**src/rtl/rv32im_alu.sv**
```systemverilog
// rv32im_alu: registered RV32I/RV32M execute-stage ALU with zero flag; RV32M ops built only when ALU_MULDIV_EN is defined
//   CLK            rising-edge clock
//   RESET          synchronous active-low reset (RESULT=0, ZERO=1)
//   DATA1, DATA2   operands A/B
//   SELECT         operation code
//   RESULT, ZERO   registered result and RESULT==0 flag, one cycle after the inputs
module rv32im_alu #(
  parameter int WIDTH = 32
) (
  input  logic             CLK,
  input  logic             RESET,
  input  logic [WIDTH-1:0] DATA1,
  input  logic [WIDTH-1:0] DATA2,
  input  logic [4:0]       SELECT,
  output logic [WIDTH-1:0] RESULT,
  output logic             ZERO
);
  logic [4:0]       shamt;
  logic [WIDTH-1:0] nxt;
  assign shamt = DATA2[4:0];
`ifdef ALU_MULDIV_EN
  logic signed [WIDTH:0]       a_s, a_u, b_s, b_u;
  logic signed [2*WIDTH+1:0]   p_ss, p_su, p_uu;
  logic                        dz, ovf;
  logic signed [WIDTH-1:0]     sa, sd;
  logic [WIDTH-1:0]            ud, q_s, r_s, q_u, r_u;
  assign a_s  = {DATA1[WIDTH-1], DATA1};
  assign a_u  = {1'b0, DATA1};
  assign b_s  = {DATA2[WIDTH-1], DATA2};
  assign b_u  = {1'b0, DATA2};
  assign p_ss = a_s * b_s;
  assign p_su = a_s * b_u;
  assign p_uu = a_u * b_u;
  assign dz   = DATA2 == '0;
  assign ovf  = DATA1 == {1'b1, {(WIDTH-1){1'b0}}} && DATA2 == '1;
  // Dividing by 1 instead of 0 or -1 keeps the divider defined; overflow then falls out naturally (q=D1, r=0).
  assign sa   = $signed(DATA1);
  assign sd   = (dz || ovf) ? WIDTH'(1) : $signed(DATA2);
  assign ud   = dz ? WIDTH'(1) : DATA2;
  assign q_s  = dz ? '1 : sa / sd;
  assign r_s  = dz ? DATA1 : sa % sd;
  assign q_u  = dz ? '1 : DATA1 / ud;
  assign r_u  = dz ? DATA1 : DATA1 % ud;
`endif
  always_comb begin
    nxt = '0;
    case (SELECT)
      5'd0:  nxt = DATA1 + DATA2;
      5'd1:  nxt = DATA1 - DATA2;
      5'd2:  nxt = DATA1 << shamt;
      5'd3:  nxt = WIDTH'($signed(DATA1) < $signed(DATA2));
      5'd4:  nxt = WIDTH'(DATA1 < DATA2);
      5'd5:  nxt = DATA1 ^ DATA2;
      5'd6:  nxt = DATA1 >> shamt;
      5'd7:  nxt = $unsigned($signed(DATA1) >>> shamt);
      5'd8:  nxt = DATA1 | DATA2;
      5'd9:  nxt = DATA1 & DATA2;
`ifdef ALU_MULDIV_EN
      5'd10: nxt = p_uu[WIDTH-1:0];
      5'd11: nxt = p_ss[2*WIDTH-1:WIDTH];
      5'd12: nxt = p_su[2*WIDTH-1:WIDTH];
      5'd13: nxt = p_uu[2*WIDTH-1:WIDTH];
      5'd14: nxt = q_s;
      5'd15: nxt = q_u;
      5'd16: nxt = r_s;
      5'd17: nxt = r_u;
`endif
      5'd18: nxt = DATA2;
      default: nxt = '0;
    endcase
  end
  always_ff @(posedge CLK) begin
    if (!RESET) begin
      RESULT <= '0;
      ZERO   <= 1'b1;
    end else begin
      RESULT <= nxt;
      ZERO   <= nxt == '0;
    end
  end
endmodule

```
**config.mk**
```make
export PLATFORM = sky130hd
export DESIGN_NAME = rv32im_alu
export DESIGN_NICKNAME = d
export VERILOG_FILES = /design/src/rtl/rv32im_alu.sv
export SDC_FILE = /design/constraint.sdc
export NUM_CORES = 1
export LEC_CHECK = 0
export BUFFER_PORTS_ARGS = -buffer_cell sky130_fd_sc_hd__buf_2
export CORE_MARGIN = 5
export CORE_UTILIZATION = 45
export DETAILED_ROUTE_END_ITERATION = 12
export PLACE_DENSITY = 0.6
export SETUP_SLACK_MARGIN = 0.02
export SYNTH_ARGS = -nofsm -noshare
export SYNTH_HDL_FRONTEND = slang
export SYNTH_SLANG_ARGS = --single-unit
```
**constraint.sdc**
```tcl
create_clock -name CLK -period 4.85 [get_ports CLK]
set_input_delay 0.485 -clock CLK [delete_from_list [all_inputs] [get_ports CLK]]
set_output_delay 0.485 -clock CLK [all_outputs]
set_load 0.05 [all_outputs]
```
==> impl_metrics.toml <==
[finish]
ff_latch_area_sq_um = 661
drive_gt1_frac = 0.196
nFillCells = 2446
synthToLayoutAreaGrowth_pct = 11.6
diodes = 0
multiInputGateArea_sq_um = 9430
nNetsFinal = 1753

[cts]
clk_path_buf_depth = 2
tritoncts = "done"
cts.htree.levels = 2
cts_hold_buf = 0
cts_buffers = 5
cts_setup_buffers = 0
clk_pin_slew_ps = 60
ctsResizeCount = 0
cts_root_buffer = "clkbuf_16"
cts_sinks = 33

[yosys]
ys.flop_type = "dfxtp_1"
async_reset_ff_frac = 0
synth_edf_count = 0
yosysSeqAreaShare = 0.0600
syn_area_per_cell_sq_um = 7.34
synth_nets = 1669
ys_types = 97
syn_inst = 1499
syn_area_sq_um = 11000
ys.warnings.count = 0
ys_ff_latch = 33

[run_status]
run_status = "finished, final reports clean"

[grt]
antenna_found_initial = 0
grt_use_total = 0.389
grt_max_degree = 57
overflow = 0
grt_pass1_wl_um = 83500
grt_pass1_vias = 12500

[worst_setup_path]
endpoint_kind = "flip-flop"
cp_max_fo = 9
cp.arrival_ps = 4570
crit_top_cell = "buf_4"
path_cells = "buf_2, clkinv_1, buf_4, ha_1, nand4_1, a21oi_1, a31oi_1, mux2_2, a2111oi_0, buf_4, o211ai_1, nor4_1, buf_4, and4_1, nand3_1, o41ai_2"
max_stage_delay_ps = 580
crit_type = "input pin to flip-flop"
critPathSlowestCell = "a2111oi_0"
start_kind = "input pin"
cp.required_ps = 5040

[die]
die_w_um = 166
initial_utilization = 0.455
core_area_sq_um = 24200
fp.dieArea_sq_um = 27700
core.rowCount = 57
io_pins = 104
chipHeight_um = 166

[power]
p_leak_nw = 5.26
ir_worst_vdd_uv = 213
total_power_mw = 2.07
p_per_area_nw_per_um2 = 169

[drt]
first_pass_iters = 7
drc_errors = 0
wl_per_cell_um = 29.9
vias = 13600
final_antenna_net_count = 0
finalWirelength_um = 57100
vias_per_cell = 7.11
drt_iter0_drc = 1842

[job]
maxCapViolCount = 0

[placed_design]
dp_hpwl_um = 46200
gp_congestion = 1.14
io_buffer_count = 103

[timing]
fin_crit_ps = 4390
max_slew.worst_pin.slew_ps = 1040
maxSlewViolCount = 0
max_freq_mhz = 228
setup-tns-final_ps = 0
finalHoldViolCount = 0
timing.hold.ws_ps = 507
fin_crit_sh = 0.905
rsz0062_at_grt = "no"
slew_headroom = 0.286
setup_viol = 0

[worst_hold_path]
min_to = "ZERO"
hp-start = "RESET"
hold_depth = 2
hp-class = "input pin to flip-flop"
Yosys cell counts (7+ instances only):
cell       count  area (sq um)
a2111oi_0      9          78.8
a211o_1        8          70.1
a211oi_1      27           203
a21o_1        20           150
a21oi_1       94           470
a221o_1       10           100
a221oi_1      16           140
a22o_1        12           105
a22oi_1       16           120
a31oi_1       21           131
and2_1        22           138
and3_1        16           100
buf_1         10          37.5
buf_2         32           160
buf_6          7          78.8
clkbuf_1      63           236
dfxtp_1       33           661
ha_1          97          1210
inv_1         96           360
mux2_2        22           248
mux2i_1       56           561
mux4_2        42           946
nand2_1      119           447
nand2b_1      11          68.8
nand3_1       37           185
nand4_1       24           150
nor2_1       144           541
nor2b_1       18           113
nor3_1        48           240
nor4_1        10          62.6
o2111ai_1     12           105
o211ai_1      35           263
o21a_1        13          97.6
o21ai_0       61           305
o21bai_1      15           113
o221ai_1      15           131
o22ai_1       22           138
o31a_1         7          61.3
o31ai_1       15           113
or3_1         12          75.1
xnor2_1       12           105
how the worst max path moves through the flow:
stage | slack (ps) | depth (start not counted) | to | start
3_3_place_gp | 340 | 17 | ZERO | DATA2[4]
4_1_cts | 630 | 16 | ZERO | DATA2[4]
3_5_place_dp | 360 | 16 | ZERO | DATA2[4]
6_report | 460 | 16 | ZERO | DATA2[4]
5_1_grt | 290 | 17 | ZERO | DATA2[4]
2_1_floorplan | 540 | 16 | ZERO | DATA2[1]
per-stage QoR:
step / cells / instance area [sq um] / setup slack, ps / utilization
floorplan: 1499 / 11000 / 536 / -
global placement: 1900 / 12100 / 341 / 0.501
detailed placement: 1900 / 12100 / 359 / 0.501
CTS: 1908 / 12300 / 635 / 0.508
global route: 1908 / 12300 / 290 / 0.508
finish: 1908 / 12300 / 463 / 0.508
registers in the layout (all words and copies together) (netlist names):
| signal | flops |
|---|---|
| RESULT | 32 |
| ZERO | 1 |
power breakdown:
group          leakage, nW  internal (mW)  switching, mW
Combinational         4.91          0.482          0.929
Clock               0.0831          0.256          0.111
Sequential           0.271          0.292        0.00426
per-layer routing:
layer | global-route usage | vias to the layer above | part of all wire
li1 | - | 5905 | -
met1 | 0.544 | 6451 | 0.40
met2 | 0.574 | 1040 | 0.41
met3 | 0.0952 | 177 | 0.13
met4 | 0.158 | 0 | 0.051
met5 | 0 | - | 0
logic make-up after synthesis:
| kind of cell | Yosys count | share of synthesized area |
|---|---|---|
| muxes | 126 | 0.168 |
| adders and majority gates | 99 | 0.114 |
| AOI/OAI and AO/OA | 511 | 0.339 |
| xor gates and xnor gates | 12 | 0.00955 |
| DFF | 33 | 0.0600 |
| buffers and inverters | 216 | 0.0845 |
| and+or+nand+nor | 502 | 0.225 |
worst max-delay path, delay by kind of cell:
| kind | cells | cell delay (ps) |
|---|---|---|
| AO/OA/AOI/OAI | 5 | 1490 |
| AND/OR/NAND/NOR | 4 | 1060 |
| buffers and inverters | 5 | 770 |
| adder cells (fa/ha/maj) | 1 | 460 |
| multiplexers | 1 | 300 |
final cells by class:
cell class / count / share of cell area
clock inverter: 2 / 0.00306
sequential: 33 / 0.0538
tap: 324 / 0.0330
inverter: 101 / 0.0309
multi-input combinational: 1250 / 0.767
clock buffer: 6 / 0.0113
timing repair buffer: 192 / 0.101
placed cells by master (no fill, tap or decap), drive strengths merged, types with 15 or more instances in the layout:
cell,netlist,final
a22oi,16,16
o21ai,63,63
a31oi,21,21
and3,16,16
nor2b,18,18
a21o,20,20
nor2,144,144
a21oi,96,96
nand2,120,120
buf,52,192
nand3,37,37
o31ai,15,15
mux2,27,27
dfxtp,33,33
mux4,42,42
and2,24,24
o211ai,35,35
nor3,48,48
a221oi,18,18
mux2i,57,57
o22ai,22,22
ha,97,97
o21bai,15,15
nand4,24,24
inv,97,97
a211oi,32,32
o221ai,15,15
(Power assumes the default switching activity.)
